**src/rtl/fifo_pkg.sv**
```systemverilog
// Shared constants, types and pointer helpers for the 8-entry FIFO controller.
package fifo_pkg;

    localparam int FIFO_DEPTH   = 8;
    localparam int ADDR_W       = 3;
    localparam int PTR_W        = ADDR_W + 1;
    localparam int CNT_W        = ADDR_W + 1;
    localparam int AF_LEVEL_DEF = 6;
    localparam int AE_LEVEL_DEF = 2;

    typedef logic [PTR_W-1:0]  ptr_t;
    typedef logic [ADDR_W-1:0] addr_t;
    typedef logic [CNT_W-1:0]  cnt_t;

    // Occupancy from the two wrap-aware pointers; modulo-16 subtraction
    // gives 0..8 for every legal pointer pair.
    function automatic cnt_t ptr_count(input ptr_t wr_ptr, input ptr_t rd_ptr);
        ptr_t diff;
        diff = wr_ptr - rd_ptr;
        return cnt_t'(diff);
    endfunction

    // Same address with opposite wrap bit means the writer is a full lap ahead.
    function automatic logic ptr_full(input ptr_t wr_ptr, input ptr_t rd_ptr);
        return (wr_ptr[ADDR_W-1:0] == rd_ptr[ADDR_W-1:0]) &&
               (wr_ptr[PTR_W-1] != rd_ptr[PTR_W-1]);
    endfunction

    function automatic logic ptr_empty(input ptr_t wr_ptr, input ptr_t rd_ptr);
        return wr_ptr == rd_ptr;
    endfunction

endpackage

```
**src/rtl/fifo_ptr_inc.sv**
```systemverilog
// Wrap-aware 4-bit FIFO pointer: low bits address the storage, the top bit
// toggles each time the address rolls over from 7 back to 0.
module fifo_ptr_inc
    import fifo_pkg::*;
(
    input  logic clk,
    input  logic rst_n,
    input  logic inc,
    output ptr_t ptr
);

    // Advance by one (natural modulo-16 roll-over) on each accepted access.
    always_ff @(posedge clk or negedge rst_n) begin
        if (!rst_n) begin
            ptr <= '0;
        end else if (inc) begin
            ptr <= ptr + ptr_t'(1);
        end
    end

endmodule

```
**src/rtl/fifo_ptr_ctrl.sv**
```systemverilog
// Pointer and flag controller for the 8-entry FIFO. Drives the 3-to-8 write
// decoder (wr_addr/wr_en), the output-mux read address, occupancy flags and
// the sticky overflow/underflow error flags.
module fifo_ptr_ctrl #(
    // Must stay 3: the downstream decoder is hard-wired 3-to-8.
    parameter int ADDR_W   = 3,
    parameter int AF_LEVEL = 6,
    parameter int AE_LEVEL = 2
) (
    input  logic              clk,
    input  logic              rst_n,
    input  logic              wr_req,
    input  logic              rd_req,
    input  logic              clr_err,
    output logic [ADDR_W-1:0] wr_addr,
    output logic              wr_en,
    output logic [ADDR_W-1:0] rd_addr,
    output logic              full,
    output logic              empty,
    output logic              almost_full,
    output logic              almost_empty,
    output logic [3:0]        count,
    output logic              overflow,
    output logic              underflow
);

    import fifo_pkg::*;

    ptr_t wr_ptr;
    ptr_t rd_ptr;
    logic wr_acc;
    logic rd_acc;

    fifo_ptr_inc u_wr_ptr (
        .clk   (clk),
        .rst_n (rst_n),
        .inc   (wr_acc),
        .ptr   (wr_ptr)
    );

    fifo_ptr_inc u_rd_ptr (
        .clk   (clk),
        .rst_n (rst_n),
        .inc   (rd_acc),
        .ptr   (rd_ptr)
    );

    // Flags come straight from the registered pointers (pre-edge state).
    always_comb begin
        empty        = ptr_empty(wr_ptr, rd_ptr);
        full         = ptr_full(wr_ptr, rd_ptr);
        count        = ptr_count(wr_ptr, rd_ptr);
        almost_full  = (count >= cnt_t'(AF_LEVEL));
        almost_empty = (count <= cnt_t'(AE_LEVEL));
        wr_addr      = wr_ptr[ADDR_W-1:0];
        rd_addr      = rd_ptr[ADDR_W-1:0];
    end

    // Acceptance is decided on the same cycle as the request. The decoder
    // enable is also held off while reset is asserted so no storage register
    // captures a write during reset, whatever the producer is doing.
    always_comb begin
        wr_acc = wr_req && !full && rst_n;
        rd_acc = rd_req && !empty && rst_n;
        wr_en  = wr_acc;
    end

    // Sticky error flags: a new error in the clear cycle takes priority.
    always_ff @(posedge clk or negedge rst_n) begin
        if (!rst_n) begin
            overflow  <= 1'b0;
            underflow <= 1'b0;
        end else begin
            if (wr_req && full) begin
                overflow <= 1'b1;
            end else if (clr_err) begin
                overflow <= 1'b0;
            end
            if (rd_req && empty) begin
                underflow <= 1'b1;
            end else if (clr_err) begin
                underflow <= 1'b0;
            end
        end
    end

endmodule

```
**config.mk**
```make
export PLATFORM = sky130hd
export DESIGN_NAME = fifo_ptr_ctrl
export DESIGN_NICKNAME = d
export VERILOG_FILES = /design/src/rtl/fifo_pkg.sv /design/src/rtl/fifo_ptr_inc.sv /design/src/rtl/fifo_ptr_ctrl.sv
export SDC_FILE = /design/constraint.sdc
export NUM_CORES = 1
export LEC_CHECK = 0
export CORE_MARGIN = 2
export CORE_UTILIZATION = 44
export DETAILED_ROUTE_END_ITERATION = 8
export PLACE_DENSITY = 0.8
export SLEW_MARGIN = 20
export SYNTH_ARGS = -nofsm -noshare
export SYNTH_HDL_FRONTEND = slang
export SYNTH_HIERARCHICAL = 1
export SYNTH_SLANG_ARGS = --single-unit
```
**constraint.sdc**
```tcl
create_clock -name clk -period 3.6 [get_ports clk]
set_input_delay 0.9 -clock clk [delete_from_list [all_inputs] [get_ports clk]]
set_output_delay 0.9 -clock clk [all_outputs]
set_load 0.1 [all_outputs]
```
==> reports/metrics.cfg <==
[drt]
met1_length_um=555
antenna_left=0
avgViaCountPerCell=5.03
wl_met3_um=67
dr_wl_met2_um=578
drt_wl_total_um=1200
route.detailed.drc=0
vias=478
drt_pass1_iterations=5
drt_iter0_drc=7
routedWlPerCell_um=12.6
top_layer_used=met3

[clock_network]
cts.path.max_buffers=2
path_clk_slew_ps=70
postCtsHoldBufs=0
h-tree-depth=1
cts_resized=0
clk_latency_ps=260
postCtsSetupRepairBufs=0
cts_root_buf=clkbuf_4
cts_sinks=10
tritoncts=built
cts_made_buffers=3

[floorplanning]
die_w_um=40.0
start_util=0.494
rows=12
io_pins=22
die_h_um=40.0
coreArea_um2=1160
die_area_um2=1600

[yosys]
ys_seq_area_frac=0.439
synth_cell_types=18
synth_nets=66
netlist_area_um2=571
synthCells=55
ys_warn_count=6
synth_seq_cells=10
syn_avg_cell_area_um2=10.4

[timing]
hold_slack_ps=514
min_period_ps=3040
setup_violations=0
rsz0062_at_grt=false
fin_worst_skew_ps=3.25
worstMarginPinSlew_ps=962
hold_viol=0
max_slew_margin=0.357
fmax_ghz=0.329
slew_viol_final=0
period_share=0.845

[worst_setup_path]
required_ps=2700
ff2ff_path_depth=5
cp_slowest_stage_delay_ps=460
startpoint_type=flop
crit_chain=inv_1, ha_1, fa_1, xnor2_4, a21oi_1, o21a_2, buf_4
worstSetupPathType=reg -> out
r2r-end=u_wr_ptr/ptr[1]
rrSetupSlack_ps=1670
critPathMaxFanout=5
crit_path_end_kind=output pin
cp_slowest_cell=fa_1
arrival_ps=2140
r2r_start=u_wr_ptr/ptr[2]

[grt]
grt_pass1_wl_um=1860
grt-ovfl-total=0
grt_max_degree=12
antenna_found_initial=0
track_usage=0.176
grt_pass1_vias=437

[hold_path]
whs_path_depth=1
holdPathEnd=u_wr_ptr/ptr[3]
min_from=u_wr_ptr/ptr[3]
hp-class=reg -> reg

[placement]
place_congestion=0.775
port-buffer-count=21
dp_hpwl_um=1000

[layout]
areaGrowthSynthToFinish_pct=50.2
final_common_cell=buf_4
drive_gt1_frac=0.395
diodes=0
post-route-util=0.741
multiInputGateArea_um2=330
seq_area_um2=254
finalNetCount=93
final_cell_mix=buf_4 (15), inv_1 (7), dfrtp_1 (7), clkdlybuf4s50_1 (6)
fillCellCount=88

[job]
maxCapViolCount=0

[run_status]
status=complete, no violations

==> metrics by stage <==
stage / instance area [um2] / std cells / setup slack [ps] / setup TNS (ps)
floorplan: 611 / 55 / -52.6 / -52.6
global placement: 821 / 91 / 839 / 0
detailed placement: 821 / 91 / 837 / 0
CTS: 857 / 95 / 553 / 0
global route: 857 / 95 / 461 / 0
finish: 857 / 95 / 558 / 0
==> per-layer routing <==
| layer | GRT usage | vias up |
|---|---|---|
| met4 | 0.0259 | 0 |
| met2 | 0.290 | 13 |
| met1 | 0.231 | 230 |
| li1 | - | 235 |
| met5 | 0 | - |
| met3 | 0.0500 | 0 |
==> worst max path at each step <==
stage | startpoint | end | slack [ps]
final | u_wr_ptr/ptr[0] | almost_empty | 560
after global routing | u_wr_ptr/ptr[0] | almost_empty | 460
after CTS | u_wr_ptr/ptr[0] | almost_empty | 550
after detailed placement | rst_n | wr_en | 840
after global placement | rst_n | wr_en | 840
after floorplan | u_rd_ptr/ptr[1] | almost_full | -50
==> layout make-up <==
class,instances,share of cell area
clock buffer,4,0.0423
tap,14,0.0204
inverter,7,0.0307
timing repair buffer,22,0.225
sequential,10,0.296
multi-input combinational,38,0.385
==> sequential cells by signal, summed over array words and instances (netlist names) <==
register	flops
overflow	1
u_wr_ptr/ptr	4
u_rd_ptr/ptr	4
underflow	1
==> cells in the mapped netlist <==
cell type	instances	area, um2
nand3b_1	1	7.51
o21ai_0	1	5.00
nand2_1	5	18.8
and2b_2	1	8.76
inv_1	7	26.3
nand3_1	1	5.00
xor2_1	3	26.3
nand4_1	2	12.5
mux2_2	2	22.5
a21oi_1	3	15.0
and3_1	1	6.26
xnor2_1	5	43.8
dfrtp_1	10	250
a22o_1	2	17.5
ha_1	5	62.6
o21a_1	1	7.51
fa_1	1	20.0
nor2_1	4	15.0
==> critical path: cells and delay by family, from the launching register on <==
family	cells	cell delay (ps)
adders and majority gates	2	680
DFF	1	410
buffers and inverters	2	350
AOI/OAI and AO/OA	2	270
xor gates and xnor gates	1	180
==> cell families after synthesis <==
logic type | share of synthesized area
muxes | 0.0395
AOI/OAI and AO/OA | 0.0789
and+or+nand+nor | 0.129
adders and majority gates | 0.145
DFF | 0.439
buffers and inverters | 0.0461
xor gates and xnor gates | 0.123
Power is not shown: default switching activity piles up to over one toggle a cycle in this logic, so the estimate is an artifact.
